`src/rtl/fsm_prog_bist.sv`:
```
// Table-driven Moore FSM with a run-time programmable transition table and LFSR/MISR self-test.
// Latency: 1 cycle from input to state_o; no backpressure, and writes during BIST are dropped with a cfg_err pulse.
module fsm_prog_bist #(
  parameter int          SW       = 4,
  parameter int          IW       = 4,
  parameter int          NT       = 4,
  parameter int          BIST_LEN = 256,
  parameter logic [15:0] SEED     = 16'hACE1,
  localparam int         XW       = (NT > 1) ? $clog2(NT) : 1,
  localparam int         DW       = 1 + 2*IW + SW
) (
  input  logic          clk,
  input  logic          rst_n,
  input  logic [IW-1:0] sig_in,
  output logic [SW-1:0] state_o,
  input  logic          cfg_we,
  input  logic [SW-1:0] cfg_state,
  input  logic [XW-1:0] cfg_idx,
  input  logic [DW-1:0] cfg_data,
  output logic          cfg_err,
  input  logic          start_bist,
  input  logic          rst_state,
  output logic          bist_busy,
  output logic          bist_done,
  output logic [15:0]   bist_sig
);

  localparam int NS = 1 << SW;

  typedef struct packed {
    logic          vld;
    logic [IW-1:0] mask;
    logic [IW-1:0] match;
    logic [SW-1:0] nxt;
  } entry_t;

  entry_t        tbl [NS][NT];
  entry_t        wr_entry;
  logic [15:0]   lfsr;
  logic [15:0]   cnt;
  logic [IW-1:0] x;
  logic [SW-1:0] nxt_state;

  // x^16 + x^14 + x^13 + x^11 + 1, shifting left with feedback into bit 0
  function automatic logic [15:0] lfsr_step(input logic [15:0] v);
    return {v[14:0], v[15] ^ v[13] ^ v[12] ^ v[10]};
  endfunction

  assign wr_entry = entry_t'(cfg_data);

  // Scan from the top so the lowest-index matching entry has the final say.
  always_comb begin
    x         = bist_busy ? lfsr[IW-1:0] : sig_in;
    nxt_state = state_o;
    for (int e = NT - 1; e >= 0; e--) begin
      if (tbl[state_o][e].vld &&
          (((x ^ tbl[state_o][e].match) & tbl[state_o][e].mask) == '0))
        nxt_state = tbl[state_o][e].nxt;
    end
  end

  always_ff @(posedge clk or negedge rst_n) begin
    if (!rst_n) begin
      for (int s = 0; s < NS; s++)
        for (int e = 0; e < NT; e++)
          tbl[s][e] <= '0;
    end else if (cfg_we && !bist_busy && (int'(cfg_idx) < NT)) begin
      tbl[cfg_state][cfg_idx] <= wr_entry;
    end
  end

  always_ff @(posedge clk or negedge rst_n) begin
    if (!rst_n) begin
      state_o   <= '0;
      cfg_err   <= 1'b0;
      bist_busy <= 1'b0;
      bist_done <= 1'b0;
      bist_sig  <= '0;
      lfsr      <= SEED;
      cnt       <= '0;
    end else begin
      cfg_err <= cfg_we && bist_busy;
      if (rst_state) begin
        state_o   <= '0;
        bist_busy <= 1'b0;
        bist_done <= 1'b0;
        bist_sig  <= '0;
        cnt       <= '0;
        lfsr      <= SEED;
      end else if (start_bist && !bist_busy) begin
        state_o   <= '0;
        lfsr      <= SEED;
        bist_sig  <= SEED;
        cnt       <= '0;
        bist_busy <= 1'b1;
        bist_done <= 1'b0;
      end else if (bist_busy) begin
        state_o  <= nxt_state;
        lfsr     <= lfsr_step(lfsr);
        bist_sig <= lfsr_step(bist_sig) ^ 16'(state_o);
        cnt      <= cnt + 16'd1;
        if (cnt == 16'(BIST_LEN - 1)) begin
          bist_busy <= 1'b0;
          bist_done <= 1'b1;
        end
      end else begin
        state_o <= nxt_state;
      end
    end
  end

endmodule

```
`config.mk`:
```
export PLATFORM = sky130hd
export DESIGN_NAME = fsm_prog_bist
export DESIGN_NICKNAME = d
export VERILOG_FILES = /design/src/rtl/fsm_prog_bist.sv
export SDC_FILE = /design/constraint.sdc
export NUM_CORES = 1
export LEC_CHECK = 0
export ABC_AREA = 1
export BUFFER_PORTS_ARGS = -buffer_cell sky130_fd_sc_hd__buf_2
export CORE_AREA = 4 4 291 321
export DETAILED_ROUTE_END_ITERATION = 6
export DIE_AREA = 0 0 295 325
export PLACE_DENSITY = 0.63
export SLEW_MARGIN = 20
export SYNTH_ARGS = -nofsm -noshare
export SYNTH_HDL_FRONTEND = slang
export SYNTH_SLANG_ARGS = --single-unit
```
`constraint.sdc`:
```
create_clock -name clk -period 2.22 [get_ports clk]
set_input_delay 0.222 -clock clk [delete_from_list [all_inputs] [get_ports clk]]
set_output_delay 0.222 -clock clk [all_outputs]
set_load 0.03 [all_outputs]
```
# Word level (Yosys, flattened, before mapping)
# Index checks and enable logic that the tools add are counted.
# op_classes
n_addsub	1
magnitude_cmp	5
n_eq_ne	1
n_mux	32
bitwise_logic	18
n_reduce_logical	18
# op_table
op	n
832-bit bitwise mux	1
52-bit binary-select mux with 4-bit select	1
52-bit demux with 4-bit select	1
52-bit 2-to-1 mux	3
16-bit 2-to-1 mux	9
4-bit 2-to-1 mux	7
13-bit demux with 2-bit select	1
16-bit by 1-bit adder with 16-bit output, second input constant	1
4-bit AND	4
16-bit by 8-bit == test with 1-bit output, second input constant	1
4-bit logical NOT	4
16-bit by 4-bit XOR with 16-bit output	1
4-bit XOR	4
13-bit 2-to-1 mux	1
5-bit >= comparator, second input constant	2
4-bit inverter with 5-bit output	2
1-bit logical AND	9
1-bit 2-to-1 mux	8
3-bit nonzero test	2
6-bit nonzero test	1
1-bit XOR	6
5-bit by 1-bit < comparator with 1-bit output, second input constant	1
3-bit >= comparator, second input constant	1
3-bit by 1-bit < comparator with 1-bit output, second input constant	1
3 further kinds	3
# word_totals
ff_bits	887
in_bits	28
out_inout_bits	23
wordCells	338

# Depth between registers and ports, before layout
# logic_depth
word_depth	14
ltp_mapped	21

# Worst setup path after synthesis
# OpenSTA, ideal clock, no wires.
# synth_path
path_kind	flip-flop to flip-flop
startpoint	register state_o[1]
endpoint	register state_o[0]
setup_time_ns	0.117
arrival_time_ns	2.090
path_slack_ns	0.012
path_stages_with_launch	15
cell_sequence	dfrtp_1 buf_4 buf_2 buf_2 buf_2 buf_2 nand3_1 nand3_1 nand2_1 o22ai_1 nand3_1 nand2_1 inv_1 nand3_1 nand2_1
# synth_via
elab_chain_len	13
word_cells_on_any_way	27
# synth_lines
element	line_no	rtl
start, declared	15	output logic [SW-1:0] state_o,
start signal, assigned	98	state_o <= nxt_state;
start signal, assigned	107	state_o <= nxt_state;
4-bit inverter with 5-bit output (not written as such) *	56, 57, 58	
52-bit binary-select mux with 4-bit select *	56, 57, 58	
52-bit 2-to-1 mux (not written as such) * (2 in a row)	58	nxt_state = tbl[state_o][e].nxt;
4-bit XOR	57	(((x ^ tbl[state_o][e].match) & tbl[state_o][e].mask) == '0))
4-bit AND	57	
4-bit logical NOT	57	
1-bit logical AND	56	if (tbl[state_o][e].vld &&
4-bit 2-to-1 mux (3 in a row)	56	
4-bit 2-to-1 mux	90	end else if (start_bist && !bist_busy) begin
4-bit 2-to-1 mux	83	if (rst_state) begin
# Every way passes the cells marked *; elsewhere a longest branch is shown, timed or not. The select of a mux whose other input is x is not followed.
# A chain may end at the register's enable or synchronous reset.

# Worst setup path in the final report
# layout_path
startpoint	register state_o[0]
endpoint	register state_o[2]
# The elaborated chain is that of the path after synthesis.

==> impl_metrics.prom <==
# TYPE chip_impl_metric gauge
chip_impl_metric{name="syn-instance-count",unit=""} 5174
chip_impl_metric{name="critPathMaxFanout",unit=""} 6
chip_impl_metric{name="post-dp-hpwl",unit="um"} 77600
chip_impl_info{name="critical-path-slowest-cell",value="sky130_fd_sc_hd__dfrtp_4"} 1
chip_impl_metric{name="synth_nets",unit=""} 5203
chip_impl_metric{name="drt_first_pass_iters",unit=""} 6
chip_impl_info{name="cpLargestDelayFamily",value="simple AND/OR/NAND/NOR gates"} 1
chip_impl_info{name="min_path_type",value="in -> reg"} 1
chip_impl_metric{name="netlist-cell-type-count",unit=""} 44
chip_impl_info{name="clock_tree_from_tritoncts",value="done"} 1
chip_impl_info{name="crit_chain",value="buf_12, buf_16, or2_2, nand3_1, nand2_2, nand2_1, nand2_1, nand3_1, nand2_1, inv_2, nand2_4, nand2_4, nand2_4, buf_6, nand3_1, nand2_1, nand3_2, nand2_1"} 1
chip_impl_metric{name="clock_sink_count",unit=""} 887
chip_impl_metric{name="antenna_violating_nets_post_route",unit=""} 0
chip_impl_info{name="start_kind",value="flop"} 1
chip_impl_metric{name="placed_area",unit="um^2"} 45300
chip_impl_metric{name="drt-initial-drc-count",unit=""} 3658
chip_impl_metric{name="core",unit="um^2"} 90400
chip_impl_info{name="r2r_start",value="state_o[0]"} 1
chip_impl_metric{name="cp_data_arrival_time",unit="ns"} 3.08
chip_impl_info{name="netlist.top_cell.by_area",value="sky130_fd_sc_hd__dfrtp_1"} 1
chip_impl_info{name="clock-root-buffer",value="sky130_fd_sc_hd__clkbuf_16"} 1
chip_impl_info{name="r2r_end",value="state_o[2]"} 1
chip_impl_metric{name="avgSynthCellArea",unit="um^2"} 7.96
chip_impl_info{name="hp-start",value="cfg_data[10]"} 1
chip_impl_metric{name="post_route_cells_drive_above_1_share",unit="%"} 13.4
chip_impl_metric{name="cts_htree_levels",unit=""} 3
chip_impl_metric{name="hold-worst-slack",unit="ns"} 0.0542
chip_impl_metric{name="cts.path.max_buffers",unit=""} 3
chip_impl_info{name="crit_path_end_kind",value="flop"} 1
chip_impl_metric{name="latest_clock_arrival_within_the_worst_skew_pair",unit="ns"} 0.68
chip_impl_metric{name="synth.yosys.seq_area_share",unit="%"} 53.9
chip_impl_metric{name="via_count",unit=""} 36366
chip_impl_metric{name="core.rowCount",unit=""} 116
chip_impl_metric{name="drcViolationCount",unit=""} 0
chip_impl_metric{name="setup_slack",unit="ns"} -0.288
chip_impl_metric{name="timing.max_slew.rel_slack",unit="%"} 52.7
chip_impl_metric{name="global_route.overflow_total",unit=""} 0
chip_impl_metric{name="period_share",unit="%"} 113
chip_impl_metric{name="global_route_wire_length_before_repair",unit="um"} 203000
chip_impl_metric{name="track_usage",unit="%"} 26.7
chip_impl_info{name="ys_top_cells_by_count",value="sky130_fd_sc_hd__nand2_1 (1858), sky130_fd_sc_hd__o21ai_0 (934), sky130_fd_sc_hd__dfrtp_1 (879), sky130_fd_sc_hd__nand3_1 (462), sky130_fd_sc_hd__clkbuf_1 (225)"} 1
chip_impl_metric{name="synth.ff_latch_count",unit=""} 887
chip_impl_metric{name="synth-async-reset-ratio",unit="%"} 100
chip_impl_metric{name="area.growth.synth_to_final",unit="%"} 21.5
chip_impl_metric{name="yosys_warnings",unit=""} 0
chip_impl_metric{name="reg2reg_setup_slack",unit="ns"} -0.29
chip_impl_metric{name="max_stage_delay",unit="ns"} 0.58
chip_impl_metric{name="critPathRequiredTime",unit="ns"} 2.79
chip_impl_metric{name="die_width",unit="um"} 295
chip_impl_metric{name="cap_violations",unit=""} 0
chip_impl_metric{name="num-nets-final",unit=""} 5341
chip_impl_metric{name="static-leakage-power",unit="nW"} 23.4
chip_impl_info{name="synth.most_common_cell",value="sky130_fd_sc_hd__nand2_1"} 1
chip_impl_metric{name="io_buffers",unit=""} 50
chip_impl_metric{name="post-synth-top-area-fraction",unit="%"} 53.4
chip_impl_metric{name="worst-path-buf-inv",unit=""} 4
chip_impl_info{name="status",value="finished with violations"} 1
chip_impl_metric{name="antenna_found_initial",unit=""} 1
chip_impl_info{name="cp_common_cell",value="sky130_fd_sc_hd__nand2_1"} 1
chip_impl_info{name="synthFlopType",value="sky130_fd_sc_hd__dfrtp_1"} 1
chip_impl_metric{name="drt-wirelength-per-cell",unit="um"} 19.5
chip_impl_metric{name="clkSlewWorstSetupHoldPaths",unit="ns"} 0.07
chip_impl_metric{name="gp_congestion",unit=""} 0.881
chip_impl_metric{name="finalWirelength",unit="um"} 128000
chip_impl_metric{name="period_minus_slack",unit="ns"} 2.51
chip_impl_metric{name="maximum_number_of_pins_on_one_net_before_global_route_repair",unit=""} 93
chip_impl_info{name="setup_repair_after_global_routing_missed_its_margin",value="yes"} 1
chip_impl_metric{name="vdd_ir_drop_max",unit="V"} 0.000793
chip_impl_metric{name="worst_r2r_path_depth",unit=""} 18
chip_impl_info{name="worstSetupPathType",value="reg -> reg"} 1
chip_impl_metric{name="number_of_global_route_vias_before_repair",unit=""} 35174
chip_impl_metric{name="mappedNetlistArea",unit="um^2"} 41200
chip_impl_metric{name="final_max_slew_viol_count",unit=""} 0
chip_impl_metric{name="floorplan.initialDensity",unit="%"} 45.5
chip_impl_metric{name="worst-slew-pin-transition",unit="ns"} 0.708
chip_impl_info{name="synth_top_cells_by_area",value="sky130_fd_sc_hd__dfrtp_1 (53%), sky130_fd_sc_hd__nand2_1 (17%), sky130_fd_sc_hd__o21ai_0 (11%)"} 1
chip_impl_metric{name="clock-skew-final",unit="ns"} 0.0285
chip_impl_metric{name="number_of_flops_mapped_to_enable_cells_by_yosys",unit=""} 0
chip_impl_metric{name="fmax",unit="MHz"} 399
chip_impl_metric{name="power_density",unit="nW/um^2"} 1200
chip_impl_info{name="timing.hold.worst_endpoint",value="tbl[764]"} 1
chip_impl_metric{name="setup_viol_count_final",unit=""} 4
chip_impl_metric{name="cts_made_buffers",unit=""} 97
chip_impl_metric{name="routed_via_density",unit=""} 5.53
chip_impl_metric{name="dieArea",unit="um^2"} 95900
chip_impl_metric{name="pin_count",unit=""} 51
chip_impl_info{name="violations",value="setup timing"} 1
chip_impl_metric{name="finalInstanceArea",unit="um^2"} 50000
chip_impl_metric{name="hold_path_depth",unit=""} 3
chip_impl_metric{name="final-hold-violation-count",unit=""} 0
chip_impl_metric{name="die_h",unit="um"} 325
[worst reg2reg max path, stage by stage (launching register included)]
cell and delay [ns]:
sky130_fd_sc_hd__dfrtp_4 0.58, sky130_fd_sc_hd__buf_12 0.20, sky130_fd_sc_hd__buf_16 0.15, sky130_fd_sc_hd__or2_2 0.29, sky130_fd_sc_hd__nand3_1 0.09, sky130_fd_sc_hd__nand2_2 0.08, sky130_fd_sc_hd__nand2_1 0.08, sky130_fd_sc_hd__nand2_1 0.05
sky130_fd_sc_hd__nand3_1 0.07, sky130_fd_sc_hd__nand2_1 0.06, sky130_fd_sc_hd__inv_2 0.07, sky130_fd_sc_hd__nand2_4 0.07, sky130_fd_sc_hd__nand2_4 0.12, sky130_fd_sc_hd__nand2_4 0.08, sky130_fd_sc_hd__buf_6 0.13, sky130_fd_sc_hd__nand3_1 0.08
sky130_fd_sc_hd__nand2_1 0.07, sky130_fd_sc_hd__nand3_2 0.08, sky130_fd_sc_hd__nand2_1 0.06
[state kept, by name, summed over array words and instances, names as in the netlist]
| name | flops |
|---|---|
| bist_busy | 1 |
| bist_done | 1 |
| bist_sig | 16 |
| cfg_err | 1 |
| cnt | 16 |
| lfsr | 16 |
| state_o | 4 |
| tbl | 832 |
[through the flow]
step                total power, W  TNS, ns  setup WS, ns  cells  util [%]
global route                0.0629    -1.57        -0.417   6575      55.3
detailed placement          0.0395    -1.40        -0.371   6354      50.1
finish                      0.0598    -1.04        -0.288   6576      55.3
floorplan                   0.0313        0        0.0124   5174         -
CTS                         0.0594   -0.840        -0.228   6574      55.1
global placement            0.0393    -1.25        -0.316   6354      50.1
[where the power goes]
group          leakage (nW)  internal [W]  switching [W]
sequential             12.0        0.0179        0.00102
clock                  1.67        0.0104        0.00681
combinational          9.74       0.00961         0.0141
total                  23.4        0.0378         0.0220
[worst max-delay path by stage]
stage,from,to,slack (ns),cells past startpoint
2_1_floorplan,state_o[1],state_o[0],0.01,14
3_3_place_gp,state_o[0],state_o[0],-0.32,17
3_5_place_dp,state_o[0],state_o[2],-0.37,17
4_1_cts,state_o[0],state_o[2],-0.23,19
5_1_grt,state_o[0],state_o[2],-0.42,18
6_report,state_o[0],state_o[2],-0.29,18
[placed cells by master, fill, tap and decap left out, drive strengths merged, types with 12 or more instances in the layout]
master     n
nand3    464
or2       14
a22o      13
nor2     148
a32o      12
dfrtp    879
nand2   1861
clkbuf   151
o22ai     15
buf      415
inv      246
o211ai    38
o21ai    949
a21oi     96
[logic make-up after synthesis]
kind of cell             synth area share (%)
multiplexers                           0.0243
adder cells (fa/ha/maj)                0.0304
AND/OR/NAND/NOR                          24.6
flip-flops                               53.9
XOR/XNOR                                0.213
buffers and inverters                    6.63
AO/OA/AOI/OAI                            14.6
[final cells by class]
type	instances	area (um^2)
clock inverters	32	497
inverters	241	927
repair buffers	426	5360
well taps	1180	1480
flip-flops and latches	887	22200
diodes	1	2.50
multi-input cells	3659	16600
clock buffers	150	2930
fillers	8264	40400
[routing by layer]
metal,global-route usage [%],routed length [um],vias up
met5,0,0,-
met4,9.20,4190,0
li1,-,-,17139
met2,43.0,59200,1323
met1,37.4,56100,17673
met3,3.33,8460,231
[timing repair]
item                                   in CTS  in global routing
buffers inserted                           18                  1
endpoints found under the hold margin     386                  0
pin swaps                                  48                 29
setup endpoints to repair                   4                  4
hold buffers                                4                  0
gates resized for setup                   110                 49
cloned                                     16                  1
Power figures use the tool's default switching activity.
